--- config.mk ---
export PLATFORM = sky130hd
export DESIGN_NAME = mesh_term_echo
export DESIGN_NICKNAME = d
export VERILOG_FILES = /design/src/rtl/mesh_pkg.sv /design/src/rtl/term_fifo.sv /design/src/rtl/mesh_term_echo.sv
export SDC_FILE = /design/constraint.sdc
export NUM_CORES = 1
export LEC_CHECK = 0
export ABC_AREA = 1
export ABC_CLOCK_PERIOD_IN_PS = 2970
export CAP_MARGIN = 30
export CORE_ASPECT_RATIO = 0.7
export CORE_UTILIZATION = 54
export CTS_CLUSTER_SIZE = 12
export DETAILED_ROUTE_END_ITERATION = 16
export GPL_TIMING_DRIVEN = 1
export PLACE_DENSITY = 0.83
export SLEW_MARGIN = 20
export SYNTH_ARGS = -nofsm -noshare
export SYNTH_HDL_FRONTEND = slang
export SYNTH_SLANG_ARGS = --single-unit
--- constraint.sdc ---
create_clock -name clk -period 2.97 [get_ports clk]
set_clock_uncertainty 0.2 [all_clocks]
set_input_delay 0.594 -clock clk [delete_from_list [all_inputs] [get_ports clk]]
set_output_delay 0.594 -clock clk [all_outputs]
set_load 0.005 [all_outputs]
--- src/rtl/mesh_pkg.sv ---
// ============================================================================
// Module      : mesh_pkg
// Description : Packet field layout, terminal FSM states and echo builder
//               shared by the mesh terminal endpoint.
// Revision    : 1.0 - initial release
// ============================================================================
`default_nettype none

package mesh_pkg;

    // Header occupies the top 25 bits of every packet; payload is the rest.
    localparam int c_HDR_W       = 25;
    localparam int c_NXT_W       = 8;
    localparam int c_ID_W        = 4;
    localparam int c_HDR_NXT_LSB  = 17;
    localparam int c_HDR_DROW_LSB = 13;
    localparam int c_HDR_DCOL_LSB = 9;
    localparam int c_HDR_MODE     = 8;
    localparam int c_HDR_SROW_LSB = 4;
    localparam int c_HDR_SCOL_LSB = 0;

    typedef logic [c_HDR_W-1:0] hdr_t;
    typedef logic [c_ID_W-1:0]  id_t;

    typedef enum logic [1:0] {
        ST_IDLE = 2'd0,
        ST_POP  = 2'd1,
        ST_EVAL = 2'd2
    } term_state_t;

    function automatic int payload_w(input int pckg_sz);
        return pckg_sz - c_HDR_W;
    endfunction

    function automatic int hdr_lsb(input int pckg_sz);
        return pckg_sz - c_HDR_W;
    endfunction

    // Response header: hop count cleared, source and destination swapped.
    function automatic hdr_t mk_echo(input hdr_t hdr, input id_t row, input id_t col);
        return {{c_NXT_W{1'b0}},
                hdr[c_HDR_SROW_LSB +: c_ID_W],
                hdr[c_HDR_SCOL_LSB +: c_ID_W],
                hdr[c_HDR_MODE],
                row,
                col};
    endfunction

endpackage

`default_nettype wire

--- src/rtl/term_fifo.sv ---
// ============================================================================
// Module      : term_fifo
// Description : First-word fall-through response queue with count and flags.
// Revision    : 1.0 - initial release
// ============================================================================
`default_nettype none

module term_fifo #(
    parameter int pckg_sz    = 40,
    parameter int fifo_depth = 4
) (
    input  logic                               clk,
    input  logic                               reset,
    input  logic                               push,
    input  logic [pckg_sz-1:0]                 push_data,
    input  logic                               pop,
    output logic [pckg_sz-1:0]                 head,
    output logic [$clog2(fifo_depth+1)-1:0]    count,
    output logic                               empty,
    output logic                               full
);

    localparam int c_PTR_W = (fifo_depth > 1) ? $clog2(fifo_depth) : 1;
    localparam int c_CNT_W = $clog2(fifo_depth + 1);
    localparam logic [c_PTR_W-1:0] c_LAST  = c_PTR_W'(fifo_depth - 1);
    localparam logic [c_CNT_W-1:0] c_DEPTH = c_CNT_W'(fifo_depth);

    logic [pckg_sz-1:0] r_mem [fifo_depth];
    logic [c_PTR_W-1:0] r_wptr;
    logic [c_PTR_W-1:0] r_rptr;
    logic [c_CNT_W-1:0] r_count;
    logic               w_empty;
    logic               w_full;
    logic               w_do_push;
    logic               w_do_pop;

    assign w_empty   = (r_count == '0);
    assign w_full    = (r_count == c_DEPTH);
    assign w_do_push = push && !w_full;
    assign w_do_pop  = pop && !w_empty;

    always_ff @(posedge clk or posedge reset) begin
        if (reset) begin
            r_wptr  <= '0;
            r_rptr  <= '0;
            r_count <= '0;
        end else begin
            if (w_do_push) begin
                r_wptr <= (r_wptr == c_LAST) ? '0 : r_wptr + 1'b1;
            end
            if (w_do_pop) begin
                r_rptr <= (r_rptr == c_LAST) ? '0 : r_rptr + 1'b1;
            end
            case ({w_do_push, w_do_pop})
                2'b10:   r_count <= r_count + 1'b1;
                2'b01:   r_count <= r_count - 1'b1;
                default: r_count <= r_count;
            endcase
        end
    end

    // Storage needs no reset: the head is masked whenever the queue is empty.
    always_ff @(posedge clk) begin
        if (w_do_push) begin
            r_mem[r_wptr] <= push_data;
        end
    end

    assign head  = w_empty ? '0 : r_mem[r_rptr];
    assign count = r_count;
    assign empty = w_empty;
    assign full  = w_full;

endmodule

`default_nettype wire

--- src/rtl/mesh_term_echo.sv ---
// ============================================================================
// Module      : mesh_term_echo
// Description : Mesh terminal that pops delivered packets and queues an echo
//               response for every packet addressed to its own coordinates.
// Revision    : 1.0 - initial release
// ============================================================================
`default_nettype none

module mesh_term_echo
    import mesh_pkg::*;
#(
    parameter int         pckg_sz    = 40,
    parameter int         fifo_depth = 4,
    parameter logic [3:0] ROW        = 4'd0,
    parameter logic [3:0] COL        = 4'd0
) (
    input  logic               clk,
    input  logic               reset,
    input  logic               rx_pndng,
    input  logic [pckg_sz-1:0] rx_data,
    output logic               rx_pop,
    output logic               tx_pndng,
    output logic [pckg_sz-1:0] tx_data,
    input  logic               tx_popin,
    output logic [15:0]        echo_cnt,
    output logic [15:0]        drop_cnt
);

    localparam int c_PAY_W  = payload_w(pckg_sz);
    localparam int c_HDR_LSB = hdr_lsb(pckg_sz);
    localparam int c_CNT_W  = $clog2(fifo_depth + 1);
    localparam logic [c_CNT_W-1:0] c_DEPTH = c_CNT_W'(fifo_depth);
    localparam logic [15:0]        c_SAT   = 16'hFFFF;

    term_state_t        r_state;
    logic [pckg_sz-1:0] r_hold;
    logic [15:0]        r_echo_cnt;
    logic [15:0]        r_drop_cnt;

    hdr_t               w_hdr;
    logic               w_match;
    logic               w_push;
    logic [pckg_sz-1:0] w_echo;
    logic [c_CNT_W-1:0] w_count;
    logic               w_empty;
    logic               w_full;

    assign w_hdr   = r_hold[c_HDR_LSB +: c_HDR_W];
    assign w_match = (w_hdr[c_HDR_DROW_LSB +: c_ID_W] == ROW) &&
                     (w_hdr[c_HDR_DCOL_LSB +: c_ID_W] == COL);
    assign w_echo  = {mk_echo(w_hdr, ROW, COL), r_hold[c_PAY_W-1:0]};
    // The IDLE space check already guarantees room; the full guard is defensive.
    assign w_push  = (r_state == ST_EVAL) && w_match && !w_full;

    always_ff @(posedge clk or posedge reset) begin
        if (reset) begin
            r_state    <= ST_IDLE;
            r_hold     <= '0;
            r_echo_cnt <= '0;
            r_drop_cnt <= '0;
        end else begin
            case (r_state)
                ST_IDLE: begin
                    if (rx_pndng && (w_count < c_DEPTH)) begin
                        r_state <= ST_POP;
                    end
                end
                ST_POP: begin
                    if (rx_pndng) begin
                        r_hold  <= rx_data;
                        r_state <= ST_EVAL;
                    end else begin
                        r_state <= ST_IDLE;
                    end
                end
                ST_EVAL: begin
                    if (w_match) begin
                        if (r_echo_cnt != c_SAT) begin
                            r_echo_cnt <= r_echo_cnt + 16'd1;
                        end
                    end else if (r_drop_cnt != c_SAT) begin
                        r_drop_cnt <= r_drop_cnt + 16'd1;
                    end
                    r_state <= ST_IDLE;
                end
                default: r_state <= ST_IDLE;
            endcase
        end
    end

    term_fifo #(
        .pckg_sz    (pckg_sz),
        .fifo_depth (fifo_depth)
    ) u_tx_fifo (
        .clk       (clk),
        .reset     (reset),
        .push      (w_push),
        .push_data (w_echo),
        .pop       (tx_popin),
        .head      (tx_data),
        .count     (w_count),
        .empty     (w_empty),
        .full      (w_full)
    );

    assign rx_pop   = (r_state == ST_POP) && rx_pndng;
    assign tx_pndng = !w_empty;
    assign echo_cnt = r_echo_cnt;
    assign drop_cnt = r_drop_cnt;

endmodule

`default_nettype wire

### Word level (Yosys, flattened, before mapping)

Memories as Yosys holds them, arrays and structs flattened.
Cells that the tools add are included.
W data, S select, Z words.

* bitwise gates (word level): 1
* multiplexer cells: 9
* $lt $le $gt $ge: 1
* reductions and logical operators: 17
* equality and inequality tests: 10
* add/subtract/negate cells: 6

Operators with widths (count)
* $mux W40: 1
* $add A16 B1 Y16 const B: 2
* $ne A16 B16 Y1 const B: 2
* $eq A2 B2 Y1 const B: 4
* $logic_not A4 Y1: 2
* $mux W2: 4
* $logic_and A1 B1 Y1: 7
* $pmux W3 S2: 1
* $reduce_and A3 Y1: 2
* $add A2 B1 Y2 const B: 2
* $eq A2 B1 Y1 const B: 2
* $pmux W2 S2: 1
* $add A3 B1 Y3 const B: 1
* $eq A3 B3 Y1 const B: 1
* $logic_not A3 Y1: 1
* $lt A3 B3 Y1 const B: 1
* $sub A3 B1 Y3 const B: 1
* $logic_not A1 Y1: 2
* $logic_not A2 Y1: 1
* $mux W1: 2
* $ne A2 B2 Y1 const B: 1
* $reduce_and A2 Y1: 1
* $reduce_bool A2 Y1: 1
* $not A1 Y1: 1

* word-level logic and storage cells: 52
* RAM bits: 96
* memories: 1
* output and inout port bits: 74
* flip-flop bits (word level): 73

Memory list
* u_tx_fifo.r_mem: words 4, bits a word 24, read ports 1, clocked after memory_dff 0, write ports 1, RTL line term_fifo.sv:28 `logic [pckg_sz-1:0] r_mem [fifo_depth];`

### Depth between registers and ports, before layout

* word-level depth: 7
* depth in mapped cells: 10
* gate-level depth less buffers: 10

### Hierarchy

A second synthesis with hierarchy kept.

* cells, all modules: 1140
* area, all modules: 10712.8 um^2

By module, submodules not included
* term_fifo: area an instance 7335.8 um^2, times used 1, cells each 691, seq. area each 4979.8 um^2
* mesh_term_echo: area an instance 3377.0 um^2, times used 1, cells each 449, seq. area each 1651.6 um^2

### Worst setup path after synthesis

OpenSTA, ideal clock, no wires.

* path kind: register to register
* start point: reg r_hold[27]
* end point: mem u_tx_fifo.r_mem[0][0] (netlist name) (enable)
* cell stages (with the launch flop): 6
* path buffers: 0
* period minus slack after synthesis: 2632 ps
* slack: 338 ps
* arrival: 2027 ps
* cell sequence: dfrtp_1 nor2_1 nand2_1 nor3_2 nand2_1 nor2_1

* cells in the longest elaborated chain, start to end: 7

RTL lines
* from (decl): RTL line mesh_term_echo.sv:36 `logic [pckg_sz-1:0] r_hold;`
* from (signal assigned): RTL line mesh_term_echo.sv:70 `r_hold <= rx_data;`
* $logic_not A4 Y1: RTL line mesh_term_echo.sv:50 `(w_hdr[c_HDR_DCOL_LSB +: c_ID_W] == COL);`
* $logic_and A1 B1 Y1: RTL line mesh_term_echo.sv:49 `assign w_match = (w_hdr[c_HDR_DROW_LSB +: c_ID_W] == ROW) &&`
* $logic_and A1 B1 Y1 (2 in a row): RTL line mesh_term_echo.sv:53 `assign w_push = (r_state == ST_EVAL) && w_match && !w_full;`
* $logic_and A1 B1 Y1: RTL line term_fifo.sv:39 `assign w_do_push = push && !w_full;`
* $mux W1: RTL line term_fifo.sv:64 `if (w_do_push) begin`
* $mux W1 (not written as such): RTL line term_fifo.sv:65 `r_mem[r_wptr] <= push_data;`
* to (decl): RTL line term_fifo.sv:28

Every way passes these cells.

### Worst setup path in the final report

* start point: reg u_tx_fifo.r_rptr[1]
* end point: out tx_data[2]

* cells in the longest elaborated chain, start to end: 2

RTL lines
* from (decl): RTL line term_fifo.sv:30 `logic [c_PTR_W-1:0] r_rptr;`
* from (signal assigned): RTL line term_fifo.sv:52 `r_rptr <= (r_rptr == c_LAST) ? '0 : r_rptr + 1'b1;`
* $mem_v2 Z4 W24
* $mux W40: RTL line term_fifo.sv:69 `assign head = w_empty ? '0 : r_mem[r_rptr];`
* to (decl): RTL line mesh_term_echo.sv:23 `output logic [pckg_sz-1:0] tx_data,`

Every way passes these cells.

==> metrics.log <==
INFO  metric hp-class = reg2reg
INFO  metric grt_max_degree = 36
INFO  metric drc_errors = 0
INFO  metric async_set_or_reset_flop_fraction_in_the_synthesized_netlist = 43.2%
INFO  metric clock_tree.buffer_depth = 2
INFO  metric max_slew.worst_pin.slew = 0.506 ns
INFO  metric place.gp.congestion = 0.811
INFO  metric cp.required = 2.18 ns
INFO  metric vias_per_cell = 5.16
INFO  metric start_util = 56.4%
INFO  metric finalPower = 7680 uW
INFO  metric postSynthCellCount = 797
INFO  metric leakagePower = 0.00403 uW
INFO  metric via_count_of_the_first_global_routing_pass = 5219
INFO  metric synth_largest_area_cell = sky130_fd_sc_hd__edfxtp_1
INFO  metric crit_slowest_cell = sky130_fd_sc_hd__clkdlybuf4s50_1
INFO  metric count_of_flip_flops_with_a_built_in_enable_after_synthesis = 96
INFO  metric postSynthAreaPerCell = 9.52 sq um
INFO  metric clkTransAtPathRegs = 0.06 ns
INFO  metric register_area = 4710 sq um
INFO  metric slew_headroom = 66.2%
INFO  metric proportion_of_synthesized_chip_area_in_sequential_cells = 62.1%
INFO  metric leading_register_cell_type_out_of_synthesis = sky130_fd_sc_hd__edfxtp_1
INFO  metric antenna_cells = 0
INFO  metric detail-route-antenna-nets = 0
INFO  metric max_freq = 348 MHz
INFO  metric overflow = 0
INFO  metric final_net_count = 955
INFO  metric design.core.area = 13400 sq um
INFO  metric drt_iter0_drc = 416
INFO  metric critPathMostFrequentCell = sky130_fd_sc_hd__buf_6
INFO  metric pre_cts_ws = 0.186 ns
INFO  metric final_min_period_over_clock_period = 96.8%
INFO  metric crit_path_end_kind = primary output
INFO  metric post_route_worst_setup_slack = 0.0961 ns
INFO  metric floorplan.die.height = 101 um
INFO  metric synth_compound_area_share = 5.95%
INFO  metric clock_latency = 0.42 ns
INFO  metric floorplan.die.width = 144 um
INFO  metric critPathTopFamily = buffers and inverters
INFO  metric power.density_cell_area = 820 nW/um^2
INFO  metric cp_max_fo = 15
INFO  metric arrival_time_at_the_worst_endpoint = 2.08 ns
INFO  metric detail_route.wl_per_cell = 15.0 um
INFO  metric htree_num_levels = 4
INFO  metric syn-cell-area = 7590 sq um
INFO  metric hpwl = 10300 um
INFO  metric detail_route.first_pass.iterations = 5
INFO  metric muxShareOfSynthArea = 0%
INFO  metric io_buffer_count = 93
INFO  metric synth_top_area_share = 38.0%
INFO  metric hold_buffers = 0
INFO  metric tritoncts_num_sinks = 169
INFO  metric final_layout_size_suffix_gt1_share = 8.74%
INFO  metric grt_antenna_before_repair = 0
INFO  metric grt.total_usage = 24.0%
INFO  metric netlist_top_cells_area = sky130_fd_sc_hd__edfxtp_1, sky130_fd_sc_hd__dfrtp_1, sky130_fd_sc_hd__nand2_1
INFO  metric timing.final.crit_period = 2.87 ns
INFO  metric critical_path.startpoint_type = flop
INFO  metric simple_logic_cell_fraction_of_the_synthesized_area = 23.0%
INFO  metric critical_path.n_buffers_inverters = 4
INFO  metric vdd_ir_drop_max = 0.545 mV
INFO  metric design.portCount = 118
INFO  metric critPathMaxStageDelay = 0.53 ns
INFO  metric max_slew_violation_count = 0
INFO  metric drt-total-wl = 16500 um
INFO  metric die_area = 14500 sq um
INFO  metric layout.filler_cells = 964
INFO  metric finalHoldViolations = 0
INFO  metric rows = 35
INFO  metric synth-warning-count = 0
INFO  metric synth-xor-area-share = 1.85%
INFO  metric whs = 0.263 ns
INFO  metric grt_pass1_wl = 26000 um
INFO  metric grt_setup_unrepaired = yes
INFO  metric status = complete, no violations
INFO  metric critical_path.cell_chain = buf_6 > clkinv_1 > buf_6 > nor2_1 > o21ai_0 > a21oi_1 > clkdlybuf4s50_1
INFO  metric synth-adder-area-share = 1.58%
INFO  metric cts_root_cell = sky130_fd_sc_hd__clkbuf_16
INFO  metric cts_buffers = 17
INFO  metric dr_total_vias = 5672
INFO  metric areaGrowthSynthToFinish = 23.5%
INFO  metric netlist-cell-type-count = 33
INFO  metric postSynthRegisterBits = 169
INFO  metric multi_input_area = 2540 sq um
INFO  metric setup.worst_path.class = reg2out
INFO  metric tritoncts_clock_tree = built
INFO  metric main_combinational_cell_family_by_area_after_synthesis = simple AND/OR/NAND/NOR gates
INFO  metric cap_viol_max_count = 0
INFO  metric setup_viol = 0
==> synth_stat cells, types with 9 or more instances <==
master and count:
sky130_fd_sc_hd__buf_4 17, sky130_fd_sc_hd__nand3_1 13, sky130_fd_sc_hd__dfrtp_1 73, sky130_fd_sc_hd__o21ai_0 60
sky130_fd_sc_hd__nand4_1 9, sky130_fd_sc_hd__a21oi_1 25, sky130_fd_sc_hd__nand2_1 256, sky130_fd_sc_hd__nor2_1 131
sky130_fd_sc_hd__edfxtp_1 96, sky130_fd_sc_hd__clkbuf_1 16, sky130_fd_sc_hd__inv_1 35
==> kinds of logic after synthesis <==
| group | Yosys count |
|---|---|
| buffers and inverters | 85 |
| other | 1 |
| adder cells (fa/ha/maj) | 9 |
| AND/OR/NAND/NOR | 429 |
| XOR/XNOR | 16 |
| flip-flops | 169 |
| AO/OA/AOI/OAI | 88 |
==> sequential cells by signal, summed over array words and instances (netlist names) <==
signal	count
drop_cnt	16
echo_cnt	16
r_hold	32
r_state	2
u_tx_fifo.count	3
u_tx_fifo.r_mem	96
u_tx_fifo.r_rptr	2
u_tx_fifo.r_wptr	2
==> power by group <==
part           internal [uW]  switching, uW  total [uW]  leakage [uW]
Combinational           1050           1240        2290       0.00193
Sequential              2940            331        3280       0.00183
Clock                   1180            946        2120      0.000275
Total                   5170           2510        7680       0.00403
==> final cells by class <==
cell class	count	area share (%)
clock inverters	14	1.50
flip-flops and latches	169	50.3
multi-input cells	558	27.1
inverters	41	1.68
repair buffers	115	12.4
well taps	185	2.47
clock buffers	18	4.58
==> what timing repair did <==
action                     in CTS  in global routing
buffers inserted                0                  2
resized for setup               4                 17
pin swaps                       2                  9
setup endpoints to repair       7                 22
==> layout by cell type (no fill, tap or decap), types with 3 or more instances in the layout <==
master / synthesis / layout
sky130_fd_sc_hd__dfrtp_1: 73 / 73
sky130_fd_sc_hd__ha_1: 8 / 8
sky130_fd_sc_hd__inv_2: 4 / 4
sky130_fd_sc_hd__clkdlybuf4s50_1: 0 / 78
sky130_fd_sc_hd__a21oi_1: 25 / 24
sky130_fd_sc_hd__clkinv_4: 0 / 3
sky130_fd_sc_hd__inv_6: 0 / 3
sky130_fd_sc_hd__nor2_1: 131 / 127
sky130_fd_sc_hd__buf_6: 3 / 5
sky130_fd_sc_hd__buf_4: 17 / 16
sky130_fd_sc_hd__xor2_1: 8 / 8
sky130_fd_sc_hd__xnor2_1: 8 / 8
sky130_fd_sc_hd__nand4_1: 9 / 9
sky130_fd_sc_hd__dlymetal6s2s_1: 0 / 13
sky130_fd_sc_hd__conb_1: 1 / 16
sky130_fd_sc_hd__nand2_1: 256 / 256
sky130_fd_sc_hd__nor2_2: 4 / 8
sky130_fd_sc_hd__nor2_4: 5 / 5
sky130_fd_sc_hd__nand3_1: 13 / 13
sky130_fd_sc_hd__inv_1: 35 / 34
sky130_fd_sc_hd__clkbuf_16: 0 / 17
sky130_fd_sc_hd__o21ai_0: 60 / 60
sky130_fd_sc_hd__edfxtp_1: 96 / 96
sky130_fd_sc_hd__inv_8: 0 / 3
==> metrics by stage <==
step,instance area (sq um),utilization [%],instances,setup TNS [ns]
6_report,9370,69.7,1100,0
5_1_grt,9370,69.7,1100,-0.0149
4_1_cts,9300,69.2,1098,0
3_5_place_dp,8730,64.9,1066,0
3_3_place_gp,8730,64.9,1066,0
2_1_floorplan,7640,-,812,0
==> final timing paths <==
check | start | endpoint | slack, ns | depth (start not counted)
worst max-delay path | u_tx_fifo.r_rptr[1] | tx_data[2] | 0.1 | 7
worst min-delay path | r_state[0] | r_state[0] | 0.26 | 1
worst max register to register | r_hold[27] | u_tx_fifo.count[1] | 0.42 | 8
worst min register to register | r_state[0] | r_state[0] | 0.26 | 1
max in group asynchronous | reset | r_hold[12] | 1.58 | 3
min in group asynchronous | reset | r_hold[26] | 0.31 | 2
==> per-layer routing <==
layer	up-vias	wire, um	global-route usage, %
li1	2757	-	-
met1	2684	7410	34.1
met2	216	7660	36.9
met3	15	1210	5.67
met4	0	164	7.45
met5	-	0	0
Note: power is estimated with default switching activity, not from simulation.
